## src/rtl/mmio_pkg.sv

```systemverilog
// ---------------------------------------------------------------------------
// mmio_pkg
// Shared types and constants for the MMIO bridge between the AVR data bus and
// its peripheral pages.
//   state_t        : bridge FSM states (IDLE, REQ, WAIT, DONE)
//   UNMAPPED_DATA  : value returned by reads that hit no slot or time out
//   pageIdxW()     : width of the slot index for a given slot count
// ---------------------------------------------------------------------------
package mmio_pkg;

  typedef enum logic [1:0] {
    IDLE,
    REQ,
    WAIT,
    DONE
  } state_t;

  localparam logic [7:0] UNMAPPED_DATA = 8'hFF;

  // A single slot still needs a one-bit index so the slot register exists.
  function automatic int pageIdxW(input int nslot);
    return (nslot > 1) ? $clog2(nslot) : 1;
  endfunction

endpackage

```

## src/rtl/mmio_bridge_if.sv

```systemverilog
// ---------------------------------------------------------------------------
// mmio_bridge_if
// Bundles the CPU-side bus and the peripheral-slot bus of the MMIO bridge.
//   CPU side  : re, we, addr, data_write -> bridge; data_read, ready,
//               bus_err, err_addr <- bridge; err_clr -> bridge
//   Slot side : slot_cyc, slot_stb, slot_we, slot_addr, slot_wdata <- bridge;
//               slot_rdata, slot_stall, slot_ack -> bridge
// Modports: slave is the bridge's view, master is the view of whatever drives
// the CPU requests and models the peripherals.
// ---------------------------------------------------------------------------
interface mmio_bridge_if #(
  parameter int ADDR_W    = 15,
  parameter int PAGE_BITS = 8,
  parameter int NSLOT     = 4
);

  logic                   re;
  logic                   we;
  logic [ADDR_W-1:0]      addr;
  logic [7:0]             data_write;
  logic [7:0]             data_read;
  logic                   ready;
  logic                   bus_err;
  logic [ADDR_W-1:0]      err_addr;
  logic                   err_clr;

  logic [NSLOT-1:0]       slot_cyc;
  logic [NSLOT-1:0]       slot_stb;
  logic                   slot_we;
  logic [PAGE_BITS-1:0]   slot_addr;
  logic [7:0]             slot_wdata;
  logic [NSLOT*8-1:0]     slot_rdata;
  logic [NSLOT-1:0]       slot_stall;
  logic [NSLOT-1:0]       slot_ack;

  modport slave (
    input  re, we, addr, data_write, err_clr,
    input  slot_rdata, slot_stall, slot_ack,
    output data_read, ready, bus_err, err_addr,
    output slot_cyc, slot_stb, slot_we, slot_addr, slot_wdata
  );

  modport master (
    output re, we, addr, data_write, err_clr,
    output slot_rdata, slot_stall, slot_ack,
    input  data_read, ready, bus_err, err_addr,
    input  slot_cyc, slot_stb, slot_we, slot_addr, slot_wdata
  );

endinterface

```

## src/rtl/mmio_watchdog.sv

```systemverilog
// ---------------------------------------------------------------------------
// mmio_watchdog
// 8-bit cycle counter that flags a hung slot access.
//   clk, rst_n  : clock, asynchronous active-low reset
//   i_clr       : restart the count from zero
//   i_en        : count this cycle (bridge is in REQ or WAIT)
//   o_expired   : this enabled cycle is the TIMEOUT-th one of the access
// ---------------------------------------------------------------------------
module mmio_watchdog #(
  parameter int TIMEOUT = 255
) (
  input  logic clk,
  input  logic rst_n,
  input  logic i_clr,
  input  logic i_en,
  output logic o_expired
);

  localparam logic [7:0] LAST = 8'(TIMEOUT - 1);

  logic [7:0] r_count;

  // The count holds the number of enabled cycles already completed, so the
  // current cycle is the last allowed one when it equals TIMEOUT-1. It
  // saturates rather than wrapping in case the enable is ever left on.
  always_ff @(posedge clk or negedge rst_n) begin
    if (!rst_n) begin
      r_count <= 8'd0;
    end else if (i_clr) begin
      r_count <= 8'd0;
    end else if (i_en && (r_count != 8'hFF)) begin
      r_count <= r_count + 8'd1;
    end
  end

  assign o_expired = i_en && (r_count == LAST);

endmodule

```

## src/rtl/mmio_bridge.sv

```systemverilog
// ---------------------------------------------------------------------------
// mmio_bridge
// Decodes the CPU I/O page, issues a registered request to one peripheral
// slot, and completes it either after a fixed single cycle or via the slot's
// stall/ack handshake. Hung or unmapped accesses are aborted with 0xFF read
// data and a sticky error flag.
//   clk, rst_n : clock, asynchronous active-low reset
//   bus        : mmio_bridge_if.slave carrying the CPU request/response,
//                error reporting and the per-slot request/handshake signals
// ---------------------------------------------------------------------------
module mmio_bridge
  import mmio_pkg::*;
#(
  parameter int               ADDR_W    = 15,
  parameter int               PAGE_BITS = 8,
  parameter int               NSLOT     = 4,
  parameter logic [NSLOT-1:0] ACK_MASK  = NSLOT'(4'b1000),
  parameter int               TIMEOUT   = 255
) (
  input  logic         clk,
  input  logic         rst_n,
  mmio_bridge_if.slave bus
);

  localparam int PG_W   = ADDR_W - PAGE_BITS;
  localparam int SIDX_W = pageIdxW(NSLOT);

  state_t                r_state;
  logic [SIDX_W-1:0]     r_slot;
  logic [NSLOT-1:0]      r_cyc;
  logic [NSLOT-1:0]      r_stb;
  logic                  r_we;
  logic [PAGE_BITS-1:0]  r_addr;
  logic [7:0]            r_wdata;
  logic [7:0]            r_rdata;
  logic                  r_ready;
  logic                  r_err;
  logic [ADDR_W-1:0]     r_errAddr;
  logic [ADDR_W-1:0]     r_reqAddr;

  logic [PG_W-1:0]       w_page;
  logic [SIDX_W-1:0]     w_slotIdx;
  logic                  w_req;
  logic                  w_mapped;
  logic [7:0]            w_rdata;
  logic                  w_stall;
  logic                  w_ack;
  logic                  w_fixed;
  logic                  w_active;
  logic                  w_complete;
  logic                  w_expired;
  logic                  w_errEvent;
  logic [ADDR_W-1:0]     w_errAddrIn;
  logic                  w_wdClr;

  assign w_page    = bus.addr[ADDR_W-1:PAGE_BITS];
  assign w_slotIdx = w_page[SIDX_W-1:0];
  assign w_req     = bus.re | bus.we;
  assign w_mapped  = (int'(w_page) < NSLOT);
  assign w_active  = (r_state == REQ) || (r_state == WAIT);
  assign w_wdClr   = (r_state == IDLE);

  // Select the read data and handshake of the slot currently being served.
  // Fixed slots never look at stall/ack, so their handshake lines are don't-care.
  always_comb begin
    w_rdata = 8'h00;
    w_stall = 1'b0;
    w_ack   = 1'b0;
    w_fixed = 1'b0;
    for (int s = 0; s < NSLOT; s++) begin
      if (r_slot == SIDX_W'(s)) begin
        w_rdata = bus.slot_rdata[8*s +: 8];
        w_stall = bus.slot_stall[s];
        w_ack   = bus.slot_ack[s];
        w_fixed = !ACK_MASK[s];
      end
    end
  end

  // A slot finishes either after its single fixed cycle or when it acks; an
  // ack during REQ only counts once the slot is no longer stalling. Normal
  // completion wins over a timeout landing in the same cycle.
  always_comb begin
    w_complete  = ((r_state == REQ) && (w_fixed || (!w_stall && w_ack))) ||
                  ((r_state == WAIT) && w_ack);
    w_errEvent  = ((r_state == IDLE) && w_req && !w_mapped) ||
                  (w_active && w_expired && !w_complete);
    w_errAddrIn = (r_state == IDLE) ? bus.addr : r_reqAddr;
  end

  mmio_watchdog #(
    .TIMEOUT (TIMEOUT)
  ) u_watchdog (
    .clk       (clk),
    .rst_n     (rst_n),
    .i_clr     (w_wdClr),
    .i_en      (w_active),
    .o_expired (w_expired)
  );

  // Sticky error flag. Only the first failing address is kept until software
  // clears it, and a clear in the same cycle as a new error discards that error.
  always_ff @(posedge clk or negedge rst_n) begin
    if (!rst_n) begin
      r_err     <= 1'b0;
      r_errAddr <= '0;
    end else if (bus.err_clr) begin
      r_err     <= 1'b0;
      r_errAddr <= '0;
    end else if (w_errEvent && !r_err) begin
      r_err     <= 1'b1;
      r_errAddr <= w_errAddrIn;
    end
  end

  // Bridge FSM. ready is raised on the transition into DONE so it is high for
  // exactly the DONE cycle; cyc/stb drop on the same transition. DONE always
  // returns to IDLE so a request still held by the CPU is not re-issued.
  always_ff @(posedge clk or negedge rst_n) begin
    if (!rst_n) begin
      r_state   <= IDLE;
      r_slot    <= '0;
      r_cyc     <= '0;
      r_stb     <= '0;
      r_we      <= 1'b0;
      r_addr    <= '0;
      r_wdata   <= 8'h00;
      r_rdata   <= 8'h00;
      r_ready   <= 1'b0;
      r_reqAddr <= '0;
    end else begin
      r_ready <= 1'b0;
      case (r_state)
        IDLE: begin
          if (w_req) begin
            r_reqAddr <= bus.addr;
            if (w_mapped) begin
              r_slot  <= w_slotIdx;
              r_we    <= bus.we;
              r_addr  <= bus.addr[PAGE_BITS-1:0];
              r_wdata <= bus.data_write;
              r_cyc   <= NSLOT'(1) << w_slotIdx;
              r_stb   <= NSLOT'(1) << w_slotIdx;
              r_state <= REQ;
            end else begin
              if (!bus.we) begin
                r_rdata <= UNMAPPED_DATA;
              end
              r_ready <= 1'b1;
              r_state <= DONE;
            end
          end
        end
        REQ, WAIT: begin
          if (w_complete) begin
            if (!r_we) begin
              r_rdata <= w_rdata;
            end
            r_cyc   <= '0;
            r_stb   <= '0;
            r_ready <= 1'b1;
            r_state <= DONE;
          end else if (w_expired) begin
            if (!r_we) begin
              r_rdata <= UNMAPPED_DATA;
            end
            r_cyc   <= '0;
            r_stb   <= '0;
            r_ready <= 1'b1;
            r_state <= DONE;
          end else if ((r_state == REQ) && !w_stall) begin
            r_stb   <= '0;
            r_state <= WAIT;
          end
        end
        DONE: begin
          r_state <= IDLE;
        end
        default: begin
          r_state <= IDLE;
        end
      endcase
    end
  end

  assign bus.data_read  = r_rdata;
  assign bus.ready      = r_ready;
  assign bus.bus_err    = r_err;
  assign bus.err_addr   = r_errAddr;
  assign bus.slot_cyc   = r_cyc;
  assign bus.slot_stb   = r_stb;
  assign bus.slot_we    = r_we;
  assign bus.slot_addr  = r_addr;
  assign bus.slot_wdata = r_wdata;

endmodule

```

## src/flat_wrapper.sv

```systemverilog
// flat-port wrapper written by rule: the top's interface ports become plain ports
module mmio_bridge_flat import mmio_pkg::*;
#(
  parameter int               ADDR_W    = 15,
  parameter int               PAGE_BITS = 8,
  parameter int               NSLOT     = 4,
  parameter logic [NSLOT-1:0] ACK_MASK  = NSLOT'(4'b1000),
  parameter int               TIMEOUT   = 255
)
  (clk, rst_n, bus_re, bus_we, bus_addr, bus_data_write, bus_err_clr, bus_slot_rdata, bus_slot_stall, bus_slot_ack, bus_data_read, bus_ready, bus_bus_err, bus_err_addr, bus_slot_cyc, bus_slot_stb, bus_slot_we, bus_slot_addr, bus_slot_wdata);
  mmio_bridge_if #(.ADDR_W(ADDR_W), .PAGE_BITS(PAGE_BITS), .NSLOT(NSLOT)) bus_i ();
  input  logic clk;
  input  logic rst_n;
  input wire logic [$bits(bus_i.re)-1:0] bus_re;
  input wire logic [$bits(bus_i.we)-1:0] bus_we;
  input wire logic [$bits(bus_i.addr)-1:0] bus_addr;
  input wire logic [$bits(bus_i.data_write)-1:0] bus_data_write;
  input wire logic [$bits(bus_i.err_clr)-1:0] bus_err_clr;
  input wire logic [$bits(bus_i.slot_rdata)-1:0] bus_slot_rdata;
  input wire logic [$bits(bus_i.slot_stall)-1:0] bus_slot_stall;
  input wire logic [$bits(bus_i.slot_ack)-1:0] bus_slot_ack;
  output wire logic [$bits(bus_i.data_read)-1:0] bus_data_read;
  output wire logic [$bits(bus_i.ready)-1:0] bus_ready;
  output wire logic [$bits(bus_i.bus_err)-1:0] bus_bus_err;
  output wire logic [$bits(bus_i.err_addr)-1:0] bus_err_addr;
  output wire logic [$bits(bus_i.slot_cyc)-1:0] bus_slot_cyc;
  output wire logic [$bits(bus_i.slot_stb)-1:0] bus_slot_stb;
  output wire logic [$bits(bus_i.slot_we)-1:0] bus_slot_we;
  output wire logic [$bits(bus_i.slot_addr)-1:0] bus_slot_addr;
  output wire logic [$bits(bus_i.slot_wdata)-1:0] bus_slot_wdata;
  assign bus_i.re = bus_re;
  assign bus_i.we = bus_we;
  assign bus_i.addr = bus_addr;
  assign bus_i.data_write = bus_data_write;
  assign bus_i.err_clr = bus_err_clr;
  assign bus_i.slot_rdata = bus_slot_rdata;
  assign bus_i.slot_stall = bus_slot_stall;
  assign bus_i.slot_ack = bus_slot_ack;
  assign bus_data_read = bus_i.data_read;
  assign bus_ready = bus_i.ready;
  assign bus_bus_err = bus_i.bus_err;
  assign bus_err_addr = bus_i.err_addr;
  assign bus_slot_cyc = bus_i.slot_cyc;
  assign bus_slot_stb = bus_i.slot_stb;
  assign bus_slot_we = bus_i.slot_we;
  assign bus_slot_addr = bus_i.slot_addr;
  assign bus_slot_wdata = bus_i.slot_wdata;
  mmio_bridge #(.ADDR_W(ADDR_W), .PAGE_BITS(PAGE_BITS), .NSLOT(NSLOT), .ACK_MASK(ACK_MASK), .TIMEOUT(TIMEOUT)) u_core (.clk(clk), .rst_n(rst_n), .bus(bus_i));
endmodule
```

## config.mk

```make
export PLATFORM = sky130hd
export DESIGN_NAME = mmio_bridge_flat
export DESIGN_NICKNAME = d
export VERILOG_FILES = /design/src/rtl/mmio_pkg.sv /design/src/rtl/mmio_bridge_if.sv /design/src/rtl/mmio_watchdog.sv /design/src/rtl/mmio_bridge.sv /design/src/flat_wrapper.sv
export SDC_FILE = /design/constraint.sdc
export NUM_CORES = 1
export LEC_CHECK = 0
export CORE_MARGIN = 2
export CORE_UTILIZATION = 45
export CTS_BUF_LIST = sky130_fd_sc_hd__clkbuf_8
export DETAILED_ROUTE_END_ITERATION = 8
export MAX_ROUTING_LAYER = met4
export PLACE_DENSITY = 0.88
export SKIP_LAST_GASP = 1
export SYNTH_ARGS = -nofsm -noshare
export SYNTH_HDL_FRONTEND = slang
export SYNTH_SLANG_ARGS = --single-unit
```

## constraint.sdc

```tcl
create_clock -name clk -period 5.7 [get_ports clk]
set_input_delay 0.855 -clock clk [delete_from_list [all_inputs] [get_ports clk]]
set_output_delay 0.855 -clock clk [all_outputs]
set_load 0.01 [all_outputs]
```

### Word level (Yosys, flattened, before mapping)

Index checks and enable logic that the tools add are counted.

* $add $sub $neg: 1
* multiply operators: 0
* divide/modulo/power cells: 0
* magnitude comparators: 1
* equality and inequality tests: 15
* shifts and indexed selects: 1
* multiplexer cells: 51
* bitwise logic cells: 1
* reductions and logical operators: 31

Operators with widths (number)
* two-way mux 8 bit: 13
* two-way mux 15 bit: 3
* two-way mux 4 bit: 7
* two-way mux 1 bit: 18
* case mux 4 bit (2 select lines): 2
* case mux 8 bit (2 select lines): 1
* logical AND 1 bit: 11
* two-way mux 2 bit: 5
* adder 8 x 1 -> 8 bit (second input constant): 1
* == test 2 bit (second input constant): 4
* == test 8 bit (second input constant): 1
* != test 8 bit (second input constant): 1
* AND reduction 4 bit: 2
* < comparator 7 x 3 -> 1 bit (second input constant): 1
* != test 2 bit (second input constant): 3
* case mux 2 bit (3 select lines): 1
* AND reduction 6 bit: 1
* nonzero test 2 bit: 3
* == test 2 x 1 -> 1 bit (second input constant): 2
* zero test 1 bit: 4
* zero test 2 bit: 2
* logical OR 1 bit: 4
* != test 2 x 1 -> 1 bit (second input constant): 2
* != test 4 x 1 -> 1 bit (second input constant): 1
* 7 further kinds: 8

* register bits after elaboration: 77
* bits in latches: 0
* RAM bits: 0
* memory bits (read-only): 0
* input bits: 68
* output and inout port bits: 50
* word-level logic and storage cells: 114
* memories: 0

### Logic depth before layout (Yosys ltp)

Gate-level depths: netlist (run 1).

* depth in word-level cells: 16
* depth in mapped cells: 8
* depth with buffers taken out: 7

### By module

From an unflattened synthesis (run 1), not the netlist that was laid out.

* cell total of the unflattened synthesis: 317
* area total of the unflattened synthesis: 3947.5 µm²

Modules (own cells, without submodules)
* mmio_bridge: instances 1, cells each 266, area an instance 3447.1 µm², seq. area each 1726.7 µm²
* mmio_watchdog: instances 1, cells each 51, area an instance 500.5 µm², seq. area each 200.2 µm²

### Worst setup path after synthesis (run 1)

Ideal clock, no wire load.

* path kind: input to register
* from: input bus_addr[14]
* to: register u_core.r_addr[5] (netlist: u_core.bus.slot_addr[5])
* arrival time: 2361 ps
* required time: 5575 ps
* slack: 3214 ps
* stages on the path: 4
* cells stage by stage: or4_4 nor3_4 buf_4 mux2_2

* cells in the longest elaborated chain, start to end: 2

Ends and longest elaborated chain
* start: declaration: line flat_wrapper.sv:16 `input wire logic [$bits(bus_i.addr)-1:0] bus_addr;`
* < comparator 7 x 3 -> 1 bit: line mmio_bridge.sv:59 `assign w_mapped = (int'(w_page) < NSLOT);`
* AND reduction 3 bit (no line)
* end signal: assignment: line mmio_bridge.sv:140 `r_addr <= bus.addr[PAGE_BITS-1:0];`
* end: declaration: line mmio_bridge.sv:33 `logic [PAGE_BITS-1:0] r_addr;`

No other way between the ends.
A chain may end at the register's enable or synchronous reset.

### Worst setup path in the final report (run 1)

* from: register u_core.r_state[0]
* to: register u_core.r_errAddr[0] (netlist: u_core.bus.err_addr[0])

* cells in the longest elaborated chain, start to end: 8
* elaborated cells between the ends (all ways): 19

Ends and longest elaborated chain
* start: declaration: line mmio_bridge.sv:28 `state_t r_state;`
* start signal: assignment: line mmio_bridge.sv:121 `r_state <= IDLE;`
* start signal: assignment: line mmio_bridge.sv:144 `r_state <= REQ;`
* start signal: assignment: line mmio_bridge.sv:150 `r_state <= DONE;`
* == test 2 x 1 -> 1 bit or == test 2 bit (tied branches): line mmio_bridge.sv:60, mmio_bridge.sv:84, mmio_bridge.sv:85
* logical OR 1 bit (tied with other cells): line mmio_bridge.sv:60 `assign w_active = (r_state == REQ) || (r_state == WAIT);`
* logical AND 1 bit or logical OR 1 bit (tied branches): line mmio_watchdog.sv:36, mmio_bridge.sv:84
* logical AND 1 bit or zero test 1 bit (tied branches): line mmio_bridge.sv:87 `(w_active && w_expired && !w_complete);`
* logical AND 1 bit: line mmio_bridge.sv:87
* logical OR 1 bit: line mmio_bridge.sv:86 `w_errEvent = ((r_state == IDLE) && w_req && !w_mapped) ||`
* logical AND 1 bit: line mmio_bridge.sv:110 `end else if (w_errEvent && !r_err) begin`
* nonzero test 2 bit (no line)
* end signal: assignment: line mmio_bridge.sv:112 `r_errAddr <= w_errAddrIn;`
* end: declaration: line mmio_bridge.sv:38 `logic [ADDR_W-1:0] r_errAddr;`

Several ways; a longest one is shown, not always the timed one. The select of a mux whose other input is x is not followed.

==> qor.csv, run 1 <==
metric;value;unit
status;completed;
Initial DRC Count;148;
initial antenna violation count;0;
Post-synth EDFFs;0;
WL/cell;17.1;µm
vias after detailed routing;2919;
starting density of the core;46.1;%
post-layout minimum cycle time;3.03;ns
Worst slew margin;32.0;%
Clk pin slew, worst setup/hold paths;0.08;ns
Final TNS setup;0;ns
gr ovfl total;0;
post-CTS setup buffer count;0;
Final Cycle Share;53.2;%
layout cell share with drive strength beyond 1;16.8;%
Min Hold Slack;0.502;ns
routed vias/inst;5.53;
gpl congestion;0.824;
CTS tree;done;
final instance area;5230;µm²
# rows;33;
sequential area share after synthesis;51.2;%
RSZ-0062 raised after global routing;false;
placed insts;512;
clock skew;0.00597;ns
Syn Std Cell Area;3770;µm²
vias in the first global route;3046;
maximum fanout along the worst path;31;
mean post-synth cell area;12.4;µm²
CTS H-tree depth;3;
Final Hold Fails;0;
Synth area leaders;dfrtp_1, mux2_2, a211oi_1;
final WL;9.01;mm
first-pass GRT wire length;14.6;mm
clock tree buffer depth;2;
diode count;0;
fmax;330;MHz
Final Setup Violations;0;
Finished Core Util;64.0;%
crit start category;register;
Syn Inst Count;304;
Synth top area share;51.2;%
Most used DFF post-synth;dfrtp_1;
Total Routing Usage GR;21.4;%
largest area contributor in the netlist;dfrtp_1;
antenna-violating nets left;0;
Synthesis Warnings;0;
Clock Latency Late Sink;0.35;ns
largest net degree at the start of global routing;78;
# clock sinks;77;
P per Cell Area;482;nW/µm²
die height;95.5;µm
Critical Path RT;5.90;ns
DRC;0;
Synth top cells by count;dfrtp_1, mux2_2, a211oi_1;
Max VDD drop;0.000274;V
core area;8180;µm²
synth-to-layout area growth;39.0;%
PostCTS Resize Cnt;0;
Final nets;492;
Crit. End Element;register;
synth unique cells;49;
Post-DP Area;5010;µm²
TritonCTS buffer count;9;
detailed-router iteration count before antenna repair;4;
net count after synthesis;378;
FF+latch count, synth;77;
IO Pins;118;
non-filler cells in the finished layout;528;
Max-Cap Viols;0;
worst endpoint data arrival time;3.23;ns
FFs w/ async S/R, synth;100;%
Pleak;2.15;nW
hpwl dp;6.65;mm
Worst Hold Class;register to register;
cts hold-fix bufs;0;
root buf cell;clkbuf_8;
fin. max-slew vios;0;
crit path kind;register to register;
count leader, synth;dfrtp_1;
die area;9120;µm²
chip width;95.5;µm
Port Buffers;117;
measured slew at the worst slew-check pin;1.02;ns
-- per-stage QoR --
step | power, mW | worst slack, ns
2_1_floorplan | 1.62 | 3.21
3_3_place_gp | 2.03 | 2.41
3_5_place_dp | 2.08 | 2.37
4_1_cts | 2.54 | 2.70
5_1_grt | 2.70 | 2.44
6_report | 2.52 | 2.67
-- final cells by class --
type                       instances  area (µm²)
clock buffer                      10         138
clock inverter                     6        86.3
fill                             631        2940
inverter                          13        48.8
multi-input combinational        199        1730
sequential                        77        1930
tap                              105         131
timing repair buffer             118        1180
-- power by group --
group	internal (mW)	switching [mW]	total, mW
sequential	0.736	0.141	0.878
clock	0.258	0.199	0.457
combinational	0.617	0.573	1.19
-- worst max-delay path: stages, from the launching register on --
cell and delay (ns):
dfrtp_1 0.41, inv_1 0.11, ha_1 0.16, buf_4 0.38, o21ai_2 0.39, nor3_2 0.80
a21o_1 0.46, a211oi_1 0.15
-- logic make-up after synthesis --
group / after synthesis / synth area share (%)
muxes: 58 / 19.2
and+or+nand+nor: 53 / 7.81
xor gates and xnor gates: 7 / 1.63
buffers and inverters: 28 / 3.12
adders and majority gates: 6 / 1.99
AOI/OAI and AO/OA: 75 / 15.1
DFF: 77 / 51.2
-- cell usage in the layout (no fill, tap or decap), types with 8 or more instances in the layout --
cell / count
o22a_1: 8
mux2_2: 34
clkbuf_8: 10
mux2i_1: 16
clkdlybuf4s50_1: 116
dfrtp_1: 77
nand2_1: 9
mux4_2: 8
inv_1: 13
nor2_1: 16
nand3_1: 8
a211oi_1: 31
-- metal layers --
layer	wire length, µm	global-route usage [%]
met2	4280	33.2
met3	671	4.90
met5	0	-
met4	109	6.79
met1	3950	28.0
-- path summary, 6_finish.rpt --
check	start	endpoint	slack (ns)	depth (start not counted)
max	u_core.r_state[0]	u_core.bus.err_addr[0]	2.67	7
max in group asynchronous	rst_n	u_core.r_reqAddr[13]	4.43	1
min in group asynchronous	rst_n	u_core.bus.slot_cyc[0]	0.64	1
min	u_core.r_reqAddr[8]	u_core.r_reqAddr[8]	0.50	2
max reg2reg	u_core.r_state[0]	u_core.bus.err_addr[0]	2.67	7
min reg2reg	u_core.r_reqAddr[8]	u_core.r_reqAddr[8]	0.50	2
-- registers in the layout (all words and copies together), names as in the netlist, 2 cells and up --
register                   count
u_core.bus.data_read           8
u_core.bus.slot_addr           8
u_core.bus.err_addr           15
u_core.r_reqAddr              15
u_core.u_watchdog.r_count      8
u_core.bus.slot_wdata          8
u_core.bus.slot_cyc            4
u_core.r_slot                  2
u_core.r_state                 2
u_core.bus.slot_stb            4
Power figures use the tool's default switching activity.
==> inputs of run 2 (changes only) <==
clock period = 3 ns   (was 5.7 ns; I/O delays follow)
==> run 2 against run 1 <==
Core utilization increased by 0.52 points. Design area up 0.81%. Via count grew 1.7%. First-iteration DRC count down 22%. Power grew 91%. Sequential power rose by 88%. Register-to-register slack lost 2.1 ns. Sequential share of layout area down 0.30 points.
==> qor.csv, run 2 (synthesis gave the netlist of run 1 again) <==
metric;value;unit
P per Cell Area;916;nW/µm²
Initial DRC Count;115;
maximum fanout along the worst path;16;
Total Routing Usage GR;21.5;%
Min Hold Slack;0.238;ns
commonest non-fill, non-tap cell in the layout;clkdlybuf4s50_1;
root buf cell;clkbuf_8;
Port Buffers;117;
Final Hold Fails;0;
Final Setup Violations;0;
IO Pins;118;
post-layout minimum cycle time;2.46;ns
DRC;0;
Crit. End Element;register;
Max-Cap Viols;0;
die height;95.5;µm
# rows;33;
TritonCTS buffer count;9;
vias after detailed routing;2970;
final instance area;5280;µm²
measured slew at the worst slew-check pin;0.956;ns
initial antenna violation count;0;
Clk pin slew, worst setup/hold paths;0.08;ns
chip width;95.5;µm
non-filler cells in the finished layout;535;
most frequent cells in the layout;clkdlybuf4s50_1, dfrtp_1, mux2_2, a211oi_1;
Critical Path RT;3.20;ns
Max VDD drop;0.000453;V
Layout fillers;615;
Pleak;2.18;nW
vias in the first global route;3056;
fmax;406;MHz
total design power;4.83;mW
WL/cell;17.3;µm
crit start category;register;
hpwl dp;6.82;mm
Worst Hold Class;input pin to asynchronous set/reset pin;
Final TNS setup;0;ns
largest net degree at the start of global routing;78;
Worst slew margin;36.2;%
layout cell share with drive strength beyond 1;17.9;%
CTS tree;done;
routed vias/inst;5.55;
starting density of the core;46.1;%
status;completed;
Slowest cell on crit path;dfrtp_1;
# clock sinks;77;
Final Cycle Share;82.0;%
CTS H-tree depth;3;
Final nets;499;
die area;9120;µm²
CP cell instances;mux2i_1 > nand2_1 > a21oi_2 > a21o_1 > a211oi_1;
cts hold-fix bufs;0;
gpl congestion;0.857;
Post-DP Area;5060;µm²
clock tree buffer depth;2;
worst endpoint data arrival time;2.66;ns
diode count;0;
final WL;9.25;mm
Clock Latency Late Sink;0.35;ns
gr ovfl total;0;
antenna-violating nets left;0;
crit path kind;register to register;
crit-path max cell delay;0.73;ns
placed insts;519;
core area;8180;µm²
RSZ-0062 raised after global routing;false;
clock skew;0.00991;ns
detailed-router iteration count before antenna repair;4;
fin. max-slew vios;0;
PostCTS Resize Cnt;0;
synth-to-layout area growth;40.1;%
post-CTS setup buffer count;0;
first-pass GRT wire length;14.5;mm
## run 2: worst paths after layout
check,slack [ns],start,depth (start not counted),to
min in group clk,0.50,u_core.bus.slot_cyc[2],1,u_core.bus.slot_cyc[2]
worst max-delay path,0.54,u_core.r_slot[1],5,u_core.bus.err_addr[3]
worst min register to register,0.50,u_core.bus.slot_cyc[2],1,u_core.bus.slot_cyc[2]
worst max register to register,0.54,u_core.r_slot[1],5,u_core.bus.err_addr[3]
worst min-delay path,0.24,rst_n,1,u_core.bus.slot_stb[0]
max in group asynchronous,2.13,rst_n,1,u_core.r_reqAddr[13]
## run 2: routing by layer
layer / wire, µm / vias up / track usage, %
met5: 0 / - / -
met3: 659 / 12 / 4.74
met2: 4430 / 98 / 34.7
met4: 152 / 0 / 7.98
met1: 4010 / 1466 / 26.6
li1: - / 1394 / -
## run 2: cell type report
type | count | area, µm² | share of cell area (%)
clock buffer | 9 | 124 | 2.35
timing repair buffer | 125 | 1230 | 23.3
clock inverter | 7 | 90.1 | 1.71
tap | 105 | 131 | 2.49
inverter | 13 | 48.8 | 0.925
multi-input combinational | 199 | 1730 | 32.7
sequential | 77 | 1930 | 36.5
## run 2: worst max-delay path: cells and delay by family, from the launching register on
family | cells | cell delay [ns]
DFF | 1 | 0.73
AOI/OAI and AO/OA | 3 | 1.19
muxes | 1 | 0.27
and+or+nand+nor | 1 | 0.12
## run 2: power by group
part	switching [mW]	leakage (nW)	internal [mW]
Combinational	1.14	1.10	1.20
Clock	0.380	0.111	0.465
Sequential	0.255	0.974	1.40
## run 2: through the flow
step,worst slack (ns),util [%]
global route,0.397,64.5
CTS,0.580,64.5
finish,0.540,64.5
floorplan,0.919,-
detailed placement,0.246,61.9
global placement,0.410,61.9
